--- config.mk ---
export PLATFORM = sky130hd
export DESIGN_NAME = video_mem_arb
export DESIGN_NICKNAME = d
export VERILOG_FILES = /design/src/rtl/video_mem_arb_pkg.sv /design/src/rtl/video_mem_arb_slot_detect.sv /design/src/rtl/video_mem_arb.sv
export SDC_FILE = /design/constraint.sdc
export NUM_CORES = 1
export LEC_CHECK = 0
export CAP_MARGIN = 5
export CORE_MARGIN = 2
export CORE_UTILIZATION = 25
export CTS_BUF_LIST = sky130_fd_sc_hd__clkbuf_2
export DETAILED_ROUTE_END_ITERATION = 10
export DONT_BUFFER_PORTS = 1
export GPL_ROUTABILITY_DRIVEN = 1
export PLACE_DENSITY = 0.48
export SLEW_MARGIN = 15
export SYNTH_ARGS = -nofsm -noshare
export SYNTH_HDL_FRONTEND = slang
export SYNTH_HIERARCHICAL = 1
export SYNTH_SLANG_ARGS = --single-unit
--- constraint.sdc ---
create_clock -name clk_32 -period 1.95 [get_ports clk_32]
set_clock_uncertainty 0.15 [all_clocks]
set_input_delay 0.39 -clock clk_32 [delete_from_list [all_inputs] [get_ports clk_32]]
set_output_delay 0.39 -clock clk_32 [all_outputs]
set_load 0.05 [all_outputs]
--- src/rtl/video_mem_arb_pkg.sv ---
// rtl/video_mem_arb_pkg.sv - shared types and constants for the video memory arbiter
package video_mem_arb_pkg;
  localparam int         ADDR_W         = 23;
  localparam logic [1:0] VIDEO_SLOT_DEF = 2'd0;
  localparam int         STARVE_MAX_DEF = 4;

  typedef enum logic [1:0] {
    IDLE   = 2'd0,
    ISSUE  = 2'd1,
    RETURN = 2'd2
  } arb_state_e;
endpackage

--- src/rtl/video_mem_arb_slot_detect.sv ---
// rtl/video_mem_arb_slot_detect.sv - bus_cycle edge register producing slot start/end pulses
module slot_detect
  import video_mem_arb_pkg::*;
#(
  parameter logic [1:0] VIDEO_SLOT = VIDEO_SLOT_DEF
) (
  input  logic       clk_32,
  input  logic       reset,
  input  logic [1:0] bus_cycle,
  output logic       slot_start,
  output logic       slot_end
);
  logic [1:0] prev_cycle;

  // Reset value of VIDEO_SLOT keeps a slot already in progress at release from being taken.
  always_ff @(posedge clk_32) begin
    if (reset) prev_cycle <= VIDEO_SLOT;
    else       prev_cycle <= bus_cycle;
  end

  assign slot_start = (bus_cycle == VIDEO_SLOT) && (prev_cycle != VIDEO_SLOT);
  assign slot_end   = (bus_cycle != VIDEO_SLOT) && (prev_cycle == VIDEO_SLOT);
endmodule

--- src/rtl/video_mem_arb.sv ---
// rtl/video_mem_arb.sv - two-requester video read-slot arbiter with starvation guard
module video_mem_arb
  import video_mem_arb_pkg::*;
#(
  parameter logic [1:0] VIDEO_SLOT = VIDEO_SLOT_DEF,
  parameter int         STARVE_MAX = STARVE_MAX_DEF
) (
  input  logic              clk_32,
  input  logic              reset,
  input  logic [1:0]        bus_cycle,
  input  logic              viking_enable,
  input  logic              req0,
  input  logic              req1,
  input  logic [ADDR_W-1:0] addr0,
  input  logic [ADDR_W-1:0] addr1,
  output logic              ack0,
  output logic              ack1,
  output logic [ADDR_W-1:0] vaddr,
  output logic              read,
  input  logic [63:0]       data,
  output logic [63:0]       data_out
);
  localparam logic [2:0] STARVE_LIM = 3'(STARVE_MAX);

  arb_state_e state;
  logic       slot_start;
  logic       slot_end;
  logic       winner;
  logic [2:0] starve_cnt;
  logic       elig0;
  logic       elig1;
  logic       grant1;

  slot_detect #(.VIDEO_SLOT(VIDEO_SLOT)) u_slot_detect (
    .clk_32     (clk_32),
    .reset      (reset),
    .bus_cycle  (bus_cycle),
    .slot_start (slot_start),
    .slot_end   (slot_end)
  );

  // Viking mode masks requester 0 entirely; otherwise requester 0 wins unless 1 is starved.
  always_comb begin
    elig0  = req0 && !viking_enable;
    elig1  = req1;
    grant1 = elig1 && (!elig0 || (starve_cnt == STARVE_LIM));
  end

  always_ff @(posedge clk_32) begin
    if (reset) begin
      state      <= IDLE;
      read       <= 1'b0;
      vaddr      <= '0;
      ack0       <= 1'b0;
      ack1       <= 1'b0;
      data_out   <= '0;
      starve_cnt <= '0;
      winner     <= 1'b0;
    end else begin
      ack0 <= 1'b0;
      ack1 <= 1'b0;
      case (state)
        IDLE: begin
          if (slot_start) begin
            if (viking_enable || !req1 || grant1) starve_cnt <= '0;
            else if (starve_cnt != STARVE_LIM)     starve_cnt <= starve_cnt + 3'd1;
            if (elig0 || elig1) begin
              winner <= grant1;
              read   <= 1'b1;
              vaddr  <= grant1 ? addr1 : addr0;
              state  <= ISSUE;
            end
          end
        end
        ISSUE: begin
          // The read runs to completion even if the winner drops its request.
          if (slot_end) begin
            data_out <= data;
            read     <= 1'b0;
            ack0     <= !winner;
            ack1     <= winner;
            state    <= RETURN;
          end
        end
        RETURN:  state <= IDLE;
        default: state <= IDLE;
      endcase
    end
  end
endmodule
; ---- After elaboration in Yosys (flattened, before gate mapping)
; Cells that the tools add are included.
[word_totals]
reg_bits = 98
out_inout_bits = 90
inputBits = 117
[op_classes]
eq_ne = 6
addsub = 1
mux = 11
n_bitwise = 2
n_reduce_logical = 25
[ops]
columns = cell, n
row1 = $mux 23, 1
row2 = $reduce_and 3->1, 3
row3 = $reduce_bool 2->1, 4
row4 = $logic_not 2->1, 3
row5 = $mux 2, 3
row6 = $mux 3, 2
row7 = $ne 2x2->1 const B, 3
row8 = $logic_and 1x1->1, 4
row9 = $logic_not 1->1, 4
row10 = $logic_or 1x1->1, 4
row11 = $pmux 2 s2, 1
row12 = $reduce_and 4->1, 1
row13 = $add 3x1->3 const B, 1
row14 = $eq 3x3->1 const B, 1
row15 = $mux 1, 3
row16 = $ne 3x3->1 const B, 1
row17 = $reduce_or 3->1, 1
row18 = $eq 2x1->1 const B, 1
row19 = $not 1->1, 2
row20 = $pmux 1 s2, 1
row21 = $reduce_and 2->1, 1

; ---- Logic depth before layout (Yosys ltp)
[logic_depth]
depth_word = 8
mapped_depth = 8
ltp_nobuf = 6

; ---- Cells and area by module
; Netlist, hierarchy kept.
[by_module_without_submodules]
columns = module, seq_area_each_um2, n_inst, area_per_inst_um2, cells_per_inst
row1 = video_mem_arb, 1921.8, 1, 3712.3, 449
row2 = slot_detect, 40.0, 1, 71.3, 7

; ---- Worst setup path after synthesis
; Ideal clock, no wire load.
[synth_path]
path_type = in2reg
startpoint = in bus_cycle[1]
endpoint = reg vaddr[6]
required_time_ns = 1.711
slack_ns = 0.146
path_stages = 7
t_arrival_ns = 1.565
setup_time_ns = 0.089
cell_sequence = nor3_1 > nor3b_4 > o21a_1 > buf_6 > buf_12 > nor2_1 > a311oi_2
[synth_between]
elab_chain_len = 3
[synth_lines]
columns = item, line
row1 = "start, declared", video_mem_arb.sv:10  ; input logic [1:0] bus_cycle,
row2 = $logic_not 2->1, video_mem_arb_slot_detect.sv:21  ; assign slot_start = (bus_cycle == VIDEO_SLOT) && (prev_cycle != VIDEO_SLOT);
row3 = $logic_and 1x1->1, video_mem_arb_slot_detect.sv:21
row4 = $reduce_and 3->1 (no source line), n/a
row5 = "end signal, assigned", video_mem_arb.sv:70  ; vaddr <= grant1 ? addr1 : addr0;
row6 = "end, declared", video_mem_arb.sv:18  ; output logic [ADDR_W-1:0] vaddr,
; Every way passes these cells.
; A chain may end at the register's enable or synchronous reset.

; ---- Worst setup path after layout
[layout_path]
startpoint = reg vaddr[15]
endpoint = out vaddr[15]
; No word-level cell between the ends.

==> results list <==
- Clock edge transition at the registers on the reported setup and hold paths: roughly 0.27 ns
- The tree is rooted in a sky130_fd_sc_hd__clkbuf_2.
- Tot GR Track Use: 0.114
* Post-layout total power: roughly 0.0033 W
- Final Cycle Share: 0.937
- Clock network power share: 0.280
- 207 I/O pins were placed.
* Most used standard cells in the synthesized netlist: 180 x sky130_fd_sc_hd__nand2_1, 98 x sky130_fd_sc_hd__dfxtp_1, 68 x sky130_fd_sc_hd__a21oi_1
* Drt first pass iters: 4
- CTS built an H-tree with a depth of 3.
- Internal power: 0.00242 W
- The share of synthesized area in the top cell type comes to 0.519.
* Die span in y: between 100 and 150 µm
- No sink is reached through more buffers than the 2 on the longest clock path.
- Counting flops with an async set or reset pin after synthesis yields a share of 0.
* Total of max-cap violations: 0
- During synthesis, Yosys emitted a total of 6 warnings.
- STA classifies the critical path startpoint as a flop.
- Vias per inst: approximately 4.7
- The number of nets in the synthesized netlist is around 580.
- Inserted Clock Buffers: 9
- For this configuration, the core starts out at a cell density of 0.258.
- Buffers placed on the I/O ports in this run total 0.
* DRC: 0
- Worst Path Required: ~1.4 ns
- Gate Count Post-Synth: approximately 460
- EDFF count, synth: 0
* Combined area of all synthesized cells: ~0.0038 mm²
- In this run, post-CTS hold repair placed 2 buffers.
- The congestion estimate from routability-driven global placement came to 0.756.
- Of the total power, registers draw 0.659.
- Final number of setup-violating endpoints: 0
- Worst Setup Slack, final: ~0.12 ns
- TritonCTS built the clock tree.
- Entering global routing, the biggest net connects around 100 pins.
- Net load switching power: 0.000922 W
- Violated checks: negative hold slack
* Worst Path Max Fanout: 2
* Type of destination of the critical path: output port
- Die area: 0.0161 mm²
* Total congestion overflow: 0
- The count of nets left with antenna violations once routing finished came out at 0.
- 1st-iter DRT viols: slightly above 80
- Number of nets in the final layout: 570
* Worst VDD drop: about 0.00026 V
- Prior to clock tree synthesis, the placed netlist has a worst setup slack of -0.00427 ns.
* Number of pins with negative max-slew slack in the final report: 0
* Total Neg Setup Slack: 0 ns
- Vias: ~3000
* Routed wire length per instance: roughly 15 µm
- Area Growth Syn to Fin: 11.3%
- The average instance in the mapped netlist occupies approximately 8.3 µm².
- For the pin with the worst max-slew slack, the measured transition is 0.544 ns.
* Slew HR: 0.637
* Number of register bits inferred by synthesis: just under 100
* Core area: 0.0146 mm²
* Distinct cell type count of the synthesized netlist: 32
* Hold Crit Class: in2reg
* Outcome: finished, violations left
- After floorplanning, the core was divided into between 40 and 50 placement rows.
- The tightest hold path in the finished design has a slack of -0.306 ns.
- In the synthesized netlist the dominant register cell turns out to be sky130_fd_sc_hd__dfxtp_1.
* Number of antenna violations at the first check in global routing: 2
- Of the total power, the share spent switching nets is 0.276.
- Measured along the x axis, the die boundary spans between 100 and 150 µm.
* DP Wirelength: 6580 µm
- Worst skew pair latency: 0.58 ns
- Pleak: 1.36 nW
* Top achievable clock speed: 0.547 GHz
- Data arrival time of the worst path: around 1.3 ns
* First-pass GRT wire length: 14500 µm
- Number of global-route vias before repair: 3033
- Yosys instantiated no cell more often than sky130_fd_sc_hd__nand2_1.
- Combined area of the multi-input logic cells: between 0.0015 and 0.002 mm²
- The sequential cells in the finished layout cover a total of 0.00200 mm².
- Power spread over the standard cell area amounts to approximately 790 mW/mm².
* Count of endpoints failing hold in the final timing report: between 90 and 100
* Post-CTS Setup Repair Bufs: 0
- In the final layout, the share of cells above drive strength 1 is 0.182.
- Subtracting the final worst setup slack from the clock period gives around 1.8 ns.
- Share of synthesized area occupied by flip-flops and latches: 0.519
- Counting the fill cells in the layout gives between 1500 and 2000.
* Worst setup path class: reg2out
- Fraction of power consumed by combinational cells: 0.061
- Counting every sink on the clock net gives 98.
- Synth area leader: sky130_fd_sc_hd__dfxtp_1
- Most area-consuming cells after synthesis: sky130_fd_sc_hd__dfxtp_1 52%, sky130_fd_sc_hd__nand2_1 18%, sky130_fd_sc_hd__a21oi_1 9.0%
* Total length of routed wires: around 9600 µm
-- power by group through the flow --
stage	Sequential, W	Clock (W)	Combinational (W)
3_5_place_dp	0.00224	0	0.000194
5_1_grt	0.00221	0.00110	0.000229
4_1_cts	0.00220	0.00102	0.000197
3_3_place_gp	0.00224	0	0.000187
6_report	0.00220	0.000935	0.000205
2_1_floorplan	0.00223	0	0.000179
-- timing repair --
action / CTS / global route
cloned: 0 / 2
setup endpoints to repair: 7 / 46
hold endpoints to repair: 98 / 96
gates resized for setup: 5 / 27
pin swaps: 0 / 0
-- worst paths after layout --
| check | depth (start not counted) | slack, ns | to | start |
|---|---|---|---|---|
| worst min register to register | 1 | 0.34 | ack0$_SDFF_PP0_ | winner$_SDFFE_PP0P_ |
| worst max register to register | 8 | 0.18 | vaddr[6]$_SDFFE_PP0P_ | u_slot_detect/prev_cycle[1]$_SDFF_PP0_ |
| worst min-delay path | 1 | -0.31 | vaddr[5]$_SDFFE_PP0P_ | reset |
| worst max-delay path | 0 | 0.12 | vaddr[15] | vaddr[15]$_SDFFE_PP0P_ |
-- area by class of cell --
cell class	count	area share
sequential	98	0.475
multi-input combinational	322	0.390
tap	184	0.0547
timing repair buffer	18	0.0535
clock inverter	6	0.0134
clock buffer	9	0.0107
inverter	2	0.00178
antenna	3	0.00178
-- sequential cells by signal, summed over array words and instances, names as in the netlist, 2 cells and up --
signal,flops
state,2
vaddr,23
starve_cnt,3
u_slot_detect/prev_cycle,2
data_out,64
-- per-stage QoR --
stage | util | cell area [µm²] | instances | hold WS (ns)
after detailed placement | 0.272 | 3980 | 620 | 0.318
after floorplan | - | 3780 | 456 | 0.267
final | 0.288 | 4210 | 642 | -0.306
after global placement | 0.272 | 3980 | 620 | 0.308
after CTS | 0.280 | 4110 | 637 | -0.402
after global routing | 0.288 | 4210 | 642 | -0.443
-- logic make-up after synthesis --
kind of cell	Yosys count	share of synthesized area
simple gates	222	0.236
compound gates	98	0.186
flops	98	0.519
fa+ha+maj	2	0.00661
buf+inv	36	0.0532
-- cells in the final DEF (no fill, tap or decap), drive strengths merged, types with 3 or more instances in the layout --
cell / instances
a21oi: 68
a311oi: 23
buf: 14
clkbuf: 11
clkinv: 4
dfxtp: 98
diode: 3
inv: 3
nand2: 180
nor2: 27
-- per-layer routing --
metal | track usage | wire [µm]
met1 | 0.116 | 3690
met2 | 0.199 | 4630
met3 | 0.0561 | 1120
met4 | 0.0485 | 146
met5 | 0 | 0
No activity file was read; power rests on OpenSTA's default activity.
